### src/rtl/pixel_feeder.sv
// Streaming pixel source for the 3x3 line-buffer controller: reads a greyscale frame row-major,
// primes PRIME_LINES lines, then sends one line per line_req credit. Optional BORDER_PAD_EN adds zero lines.
module pixel_feeder #(
  parameter int IMG_WIDTH   = 256,
  parameter int IMG_HEIGHT  = 256,
  parameter int PRIME_LINES = 4,
  parameter int ADDR_W      = 16
) (
  input  logic              clk,
  input  logic              rst_n,
  input  logic              start,
  input  logic              line_req,
  output logic              mem_rd_en,
  output logic [ADDR_W-1:0] mem_addr,
  input  logic [7:0]        mem_rd_data,
  output logic [7:0]        pixel_out,
  output logic              pixel_out_valid,
  output logic              busy,
  output logic              done
);

`ifdef BORDER_PAD_EN
  localparam bit PAD_EN = 1'b1;
`else
  localparam bit PAD_EN = 1'b0;
`endif

  localparam int TOTAL_LINES = IMG_HEIGHT + (PAD_EN ? 2 : 0);
  localparam int COL_W       = (IMG_WIDTH > 1) ? $clog2(IMG_WIDTH) : 1;
  localparam int LINE_W      = $clog2(TOTAL_LINES + 1);

  localparam logic [COL_W-1:0]  COL_LAST    = COL_W'(IMG_WIDTH - 1);
  localparam logic [LINE_W-1:0] LINE_LAST   = LINE_W'(TOTAL_LINES - 1);
  localparam logic [2:0]        CREDIT_INIT = 3'(PRIME_LINES);
  localparam logic [2:0]        CREDIT_MAX  = 3'd7;

  typedef enum logic [1:0] {S_IDLE, S_STREAM, S_WAIT, S_FLUSH} state_e;

  state_e             state_q;
  logic [COL_W-1:0]   col_q;
  logic [LINE_W-1:0]  line_q;
  logic [2:0]         credits_q;
  logic [ADDR_W-1:0]  addr_q;
  logic               rd_en_q;
  logic               valid_q;
  logic               pad_q;
  logic               busy_q;
  logic               done_q;
  logic               req_q;

  logic               credit_evt;
  logic [2:0]         credits_inc;
  logic [2:0]         credits_end;
  logic [LINE_W-1:0]  line_nxt;
  logic               cur_pad;
  logic               line_end;
  logic               last_line;

  function automatic logic is_pad(input logic [LINE_W-1:0] ln);
    return PAD_EN && ((ln == '0) || (ln == LINE_LAST));
  endfunction

  // A request edge only earns a credit while a frame is in flight.
  always_comb begin
    credit_evt  = line_req && !req_q && (state_q != S_IDLE);
    credits_inc = (credit_evt && (credits_q != CREDIT_MAX)) ? credits_q + 3'd1 : credits_q;
    credits_end = credit_evt ? credits_q : credits_q - 3'd1;
    line_nxt    = line_q + LINE_W'(1);
    cur_pad     = is_pad(line_q);
    line_end    = (col_q == COL_LAST);
    last_line   = (line_q == LINE_LAST);
  end

  // NOTE: the async reset clears every control register; the frame memory itself lives outside.
  always_ff @(posedge clk or negedge rst_n) begin
    if (!rst_n) begin
      state_q   <= S_IDLE;
      col_q     <= '0;
      line_q    <= '0;
      credits_q <= '0;
      addr_q    <= '0;
      rd_en_q   <= 1'b0;
      valid_q   <= 1'b0;
      pad_q     <= 1'b0;
      busy_q    <= 1'b0;
      done_q    <= 1'b0;
      req_q     <= 1'b0;
    end else begin
      // NOTE: non-blocking assignments so every register samples the same pre-edge values.
      req_q   <= line_req;
      done_q  <= 1'b0;
      valid_q <= (state_q == S_STREAM);
      pad_q   <= (state_q == S_STREAM) && cur_pad;

      case (state_q)
        S_IDLE: begin
          if (start) begin
            state_q   <= S_STREAM;
            credits_q <= CREDIT_INIT;
            line_q    <= '0;
            col_q     <= '0;
            addr_q    <= '0;
            busy_q    <= 1'b1;
            rd_en_q   <= !is_pad('0);
          end
        end

        S_STREAM: begin
          if (!cur_pad) addr_q <= addr_q + ADDR_W'(1);
          if (line_end) begin
            col_q     <= '0;
            line_q    <= line_nxt;
            credits_q <= credits_end;
            if (last_line) begin
              state_q <= S_FLUSH;
              rd_en_q <= 1'b0;
            end else if (credits_end == 3'd0) begin
              state_q <= S_WAIT;
              rd_en_q <= 1'b0;
            end else begin
              rd_en_q <= !is_pad(line_nxt);
            end
          end else begin
            col_q     <= col_q + COL_W'(1);
            credits_q <= credits_inc;
          end
        end

        S_WAIT: begin
          credits_q <= credits_inc;
          if (credit_evt) begin
            state_q <= S_STREAM;
            rd_en_q <= !cur_pad;
          end
        end

        S_FLUSH: begin
          state_q <= S_IDLE;
          busy_q  <= 1'b0;
          done_q  <= 1'b1;
        end

        default: state_q <= S_IDLE;
      endcase
    end
  end

  // Memory data arrives one cycle after its strobe, aligned with the delayed qualifier.
  assign pixel_out       = (valid_q && !pad_q) ? mem_rd_data : 8'd0;
  assign pixel_out_valid = valid_q;
  assign mem_rd_en       = rd_en_q;
  assign mem_addr        = addr_q;
  assign busy            = busy_q;
  assign done            = done_q;

endmodule
### config.mk
export PLATFORM = sky130hd
export DESIGN_NAME = pixel_feeder
export DESIGN_NICKNAME = d
export VERILOG_FILES = /design/src/rtl/pixel_feeder.sv
export SDC_FILE = /design/constraint.sdc
export NUM_CORES = 1
export LEC_CHECK = 0
export BUFFER_PORTS_ARGS = -buffer_cell sky130_fd_sc_hd__buf_2
export CAP_MARGIN = 40
export CORE_UTILIZATION = 60
export CTS_BUF_LIST = sky130_fd_sc_hd__clkbuf_4 sky130_fd_sc_hd__clkbuf_8 sky130_fd_sc_hd__clkbuf_16
export DETAILED_ROUTE_END_ITERATION = 6
export GPL_ROUTABILITY_DRIVEN = 0
export PLACE_DENSITY = 0.94
export SYNTH_ARGS = -nofsm -noshare
export SYNTH_HDL_FRONTEND = slang
export SYNTH_SLANG_ARGS = --single-unit
### constraint.sdc
create_clock -name clk -period 3.7 [get_ports clk]
set_input_delay 0.74 -clock clk [delete_from_list [all_inputs] [get_ports clk]]
set_output_delay 0.74 -clock clk [all_outputs]
set_load 0.01 [all_outputs]
# Word-level counts from Yosys, hierarchy flattened

Cells that the tools add are included.

Bits in registers: 43
Input bits: 12
Output and inout bits: 28
Logic and storage cells: 69

$add $sub $neg: 5
Equality and inequality tests: 10
Muxes and demuxes: 28
Reductions and logical operators: 16

Operator list:

| cell                  | count |
|---|---|
| $pmux 16 s2           | 1 |
| $mux 8                | 3 |
| $mux 9                | 2 |
| $pmux 9 s2            | 1 |
| $add 16x1->16 const B | 1 |
| $mux 16               | 1 |
| $pmux 8 s2            | 1 |
| $mux 3                | 4 |
| $mux 2                | 5 |
| $add 9x1->9 const B   | 1 |
| $eq 9x8->1 const B    | 1 |
| $pmux 3 s3            | 1 |
| $add 8x1->8 const B   | 1 |
| $eq 8x8->1 const B    | 1 |
| $pmux 2 s4            | 1 |
| $reduce_and 4->1      | 2 |
| $mux 1                | 6 |
| $ne 2x2->1 const B    | 3 |
| $reduce_and 2->1      | 3 |
| $reduce_bool 2->1     | 3 |
| $eq 2x2->1 const B    | 2 |
| $add 3x1->3 const B   | 1 |
| $logic_and 1x1->1     | 3 |
| $logic_not 3->1       | 1 |
| other kinds (10)      | 10 |

# Depth between registers and ports, before layout

Word-level depth: 9
Depth in mapped cells: 8
Mapped depth without buffers: 7

# Worst setup path after synthesis

OpenSTA, ideal clock, no wires.

Path kind: flip-flop to flip-flop
Start point: reg credits_q[0]
End point: reg credits_q[0]
Setup time: 0.130 ns
Arrival time: 1.839 ns
Data required time: 3.570 ns
Setup slack: 1.731 ns
Stages on the path, launching flop included: 7
Path buffers: 0
Period minus slack after synthesis: 1.969 ns
Cell sequence: dfrtp_1 ha_1 ha_1 nor4b_2 mux2_2 a32oi_1 o21ai_0

Cells in the longest elaborated chain, start to end: 5
Elaborated cells between the ends (all ways): 8
Classes of those cells: add/sub (2); eq/ne (1); mux (4); reduce/logical (1)

RTL lines:

| what                                                | RTL line | RTL |
|---|---|---|
| start: declaration                                  | 42       | `logic [2:0] credits_q;` |
| start signal: assignment                            | 113      | `credits_q <= credits_end;` |
| start signal: assignment                            | 125      | `credits_q <= credits_inc;` |
| start signal: assignment                            | 130      | `credits_q <= credits_inc;` |
| branches (longest 4 deep; another with $add 3x1->3) | n/a      |  |
| $pmux 3 s3 (*)                                      | 95       | `case (state_q)` |

Mark *: on every way between the ends.
A chain may end at the register's enable or synchronous reset.

# Worst setup path in the final report

Start point: reg state_q[0]
End point: reg addr_q[15] (netlist: mem_addr[15])

Cells in the longest elaborated chain, start to end: 3
Elaborated cells between the ends (all ways): 6
Classes of those cells: eq/ne (2); mux (1); reduce/logical (3)

RTL lines:

| what                                                             | RTL line | RTL |
|---|---|---|
| start: declaration                                               | 39       | `state_e state_q;` |
| start signal: assignment                                         | 77       | `state_q <= S_IDLE;` |
| start signal: assignment                                         | 98       | `state_q <= S_STREAM;` |
| start signal: assignment                                         | 115      | `state_q <= S_FLUSH;` |
| $eq 2x1->1 / $logic_not 2->1 (equally long branches)             | 95       |  |
| $reduce_bool 2->1 (no line) / $ne 2x2->1 (equally long branches) | n/a      |  |
| $reduce_and 2->1 (no line)                                       | n/a      |  |
| end signal: assignment                                           | 109      | `if (!cur_pad) addr_q <= addr_q + ADDR_W'(1);` |
| end: declaration                                                 | 43       | `logic [ADDR_W-1:0] addr_q;` |

Parallel ways exist; a longest one is shown, timed or not.

==> results.txt <==
Die Y-Extent: 66.1 microns
first-pass GRT wire length: 9190 microns
CTS Root Cell: sky130_fd_sc_hd__clkbuf_8
Tcrit/Tclk final: 65.9%
Area contributors post-synth: sky130_fd_sc_hd__dfrtp_1 (44%), sky130_fd_sc_hd__xor2_1 (6.4%), sky130_fd_sc_hd__ha_1 (5.6%)
critical-path cell list: inv_1 > ha_1 > mux2_4 > and3_1 > nand4_1 > or3_1 > a21oi_1
vias in the first global route: 2111
standard cell core area: 3800 sq um
met1 routed wirelength after detailed routing: 2310 microns
fraction of the mapped netlist area in compound gates: 12.3%
fmax: 0.410 GHz
min Tclk post-route: 2.44 ns
Port Buffer Count: 39
number of non-filler instances in the completed layout: 355
multiplexer fraction of the synthesized cell area: 3.50%
number of ports placed on the die boundary: 40
worst hold slack across all endpoints: 0.243 ns
actual slew at the worst max-slew pin: 0.808 ns
max incr delay on CP: 0.52 ns
number of nets with antenna violations after detailed routing: 0
number of buffers created by CTS: 5
post-route design area: 2830 sq um
most used flip-flop cell after synthesis: sky130_fd_sc_hd__dfrtp_1
number of nets in the layout: 329
master of the slowest instance on the critical path: sky130_fd_sc_hd__ha_1
GRT Total Usage: 28.6%
worst-case clock buffer depth: 2
mean cell area of the mapped netlist: 9.28 sq um
area fraction in and, or, nand and nor cells after synthesis: 24.1%
clock insertion delay at the later pin of the skew report: 0.31 ns
starting density of the core: 65.0%
RSZ-0062 raised after global routing: no
P_leak: 1.37 nW
Vias: 2202
skew final: 0.0128 ns
x dimension of the die: 66.1 microns
min-delay worst type: primary input to async pin
Overall Power: 1.05 mW
power density over the cells: 372 nW/um^2
DIE AREA: 4370 sq um
# diodes: 0
maximum number of pins on one net before global-route repair: 39
post-synthesis cell area: 2470 sq um
headroom to the max-slew limit: 46.1%
type of element launching the critical path: flip-flop
Synth cell types: 44
Arrival @ worst endpoint: 2.67 ns
dominant cell type by area after synthesis: sky130_fd_sc_hd__dfrtp_1
clock transition at the registers of the reported paths: 0.09 ns
critical path fanouts, max: 16
utilization of the core after routing: 74.5%
count of unresolved DRC violations after routing: 0
minimum setup slack after placement: 1.32 ns
antenna violations before repair: 0
share of the synthesized area in the top cell type: 43.6%
number of standard cells after synthesis: 266
maximum vdd ir drop: 287 uV
CP Data Required Time: 3.93 ns
via count normalized by instance count: 6.20
post-synthesis share of cell area spent on xor and xnor gates: 8.16%
Starting DRT DRC Count: 237
Filler cells: 256
met2 WL: 2840 microns
run status: finished clean
met3 routed wirelength: 399 microns
final setup vio count: 0
synthesized-area fraction occupied by adder cells: 5.58%
number of gates resized after CTS: 0
post-CTS repair timing setup buffer count: 0
CP endpoint kind: flip-flop
highest-count cells in the layout ignoring fill and taps: sky130_fd_sc_hd__dfrtp_1 (43), sky130_fd_sc_hd__buf_2 (39), sky130_fd_sc_hd__nor2_1 (29)
CTS H-Tree Depth: 2
cts hold-fix bufs: 0
cell row count: 22
final-report max-slew violation count: 0
EDFF count, synth: 0
Cell Area, Placed: 2720 sq um
Worst Path Class, Setup: flip-flop to flip-flop
hold violation total from the final report: 0
HPWL Detailed: 4040 microns
asr flop ratio synth: 100%
number of max-cap violations: 0
uppermost signal routing layer after detailed routing: met4
count of synthesis-stage warnings from yosys: 0
net count after synthesis: 289
most common library cell in the layout ignoring fill and taps: sky130_fd_sc_hd__dfrtp_1
final setup slack of the worst path: 1.26 ns
synthesized flop and latch total: 43
wire length reported by the detailed router: 5730 microns
combinational family with the most area after synthesis: simple AND/OR/NAND/NOR gates
fraction of layout instances using a drive strength above 1: 17.9%
signed area change from the synthesized netlist to the final layout: 14.7%
average wire per standard cell: 16.1 microns
share of the yosys chip area belonging to registers: 43.6%
clk sink count: 43
clock tree from TritonCTS: yes
detailed-router iteration count before antenna repair: 4
setup TNS: 0 ns
leftover overflow at the end of global routing: 0
cell total after placement: 347
## path summary, 6_finish.rpt
path / from / to / slack (ns) / cells past startpoint
worst max-delay path: state_q[0] / mem_addr[15] / 1.26 / 7
min in group clk: col_q[7] / col_q[7] / 0.49 / 1
worst min register to register: col_q[7] / col_q[7] / 0.49 / 1
worst max register to register: state_q[0] / mem_addr[15] / 1.26 / 7
worst min-delay path: rst_n / mem_addr[9] / 0.24 / 1
max in group asynchronous: rst_n / credits_q[1] / 3.02 / 2
## logic make-up after synthesis
logic type | after synthesis
compound gates | 48
flops | 43
fa+ha+maj | 11
simple gates | 116
xor+xnor | 23
mux | 8
buf+inv | 17
## cells in the mapped netlist (3+ instances only)
cell type                  count
sky130_fd_sc_hd__and3_1        8
sky130_fd_sc_hd__xor2_1       18
sky130_fd_sc_hd__a21oi_1      12
sky130_fd_sc_hd__ha_1         11
sky130_fd_sc_hd__a31oi_1       3
sky130_fd_sc_hd__o31ai_1       4
sky130_fd_sc_hd__nand2b_1      4
sky130_fd_sc_hd__nand4_1      10
sky130_fd_sc_hd__o21ai_0      14
sky130_fd_sc_hd__clkbuf_1      6
sky130_fd_sc_hd__dfrtp_1      43
sky130_fd_sc_hd__mux2i_1       6
sky130_fd_sc_hd__nor3_1        3
sky130_fd_sc_hd__and4_1        3
sky130_fd_sc_hd__inv_1         9
sky130_fd_sc_hd__nand2_1      24
sky130_fd_sc_hd__and2_1       10
sky130_fd_sc_hd__nand3_1      12
sky130_fd_sc_hd__nor2_1       29
sky130_fd_sc_hd__xnor2_1       5
sky130_fd_sc_hd__or3_1         4
## layer usage
layer	track usage (%)	up-vias
met2	47.2	108
met1	33.5	1050
met5	0	-
met3	7.07	24
met4	16.8	0
li1	-	1020
## sequential cells by signal (all words and copies together), names as in the netlist
signal,flops
state_q,2
done,1
req_q,1
busy,1
pixel_out_valid,1
line_q,9
col_q,8
mem_rd_en,1
credits_q,3
mem_addr,16
## worst max-delay path, delay by kind of cell, from the launching register on
family | cells | cell delay [ns]
compound gates | 1 | 0.14
fa+ha+maj | 1 | 0.52
buf+inv | 1 | 0.13
flops | 1 | 0.42
mux | 1 | 0.37
simple gates | 3 | 0.79
## area by class of cell
class,instances,area (sq um),area share (%)
Sequential cell,43,1080,38.0
Timing Repair Buffer,41,223,7.87
Clock buffer,5,68.8,2.43
Inverter,9,33.8,1.19
Tap cell,48,60.1,2.12
Multi-Input combinational cell,206,1330,46.8
Clock inverter,3,43.8,1.55
## where the power goes
part / leakage (nW) / switching [mW] / internal (mW) / total, mW
combinational: 0.783 / 0.0900 / 0.0808 / 0.171
clock: 0.0581 / 0.169 / 0.201 / 0.370
sequential: 0.530 / 0.0269 / 0.486 / 0.513
total: 1.37 / 0.286 / 0.768 / 1.05
No activity file was read; power rests on OpenSTA's default activity.
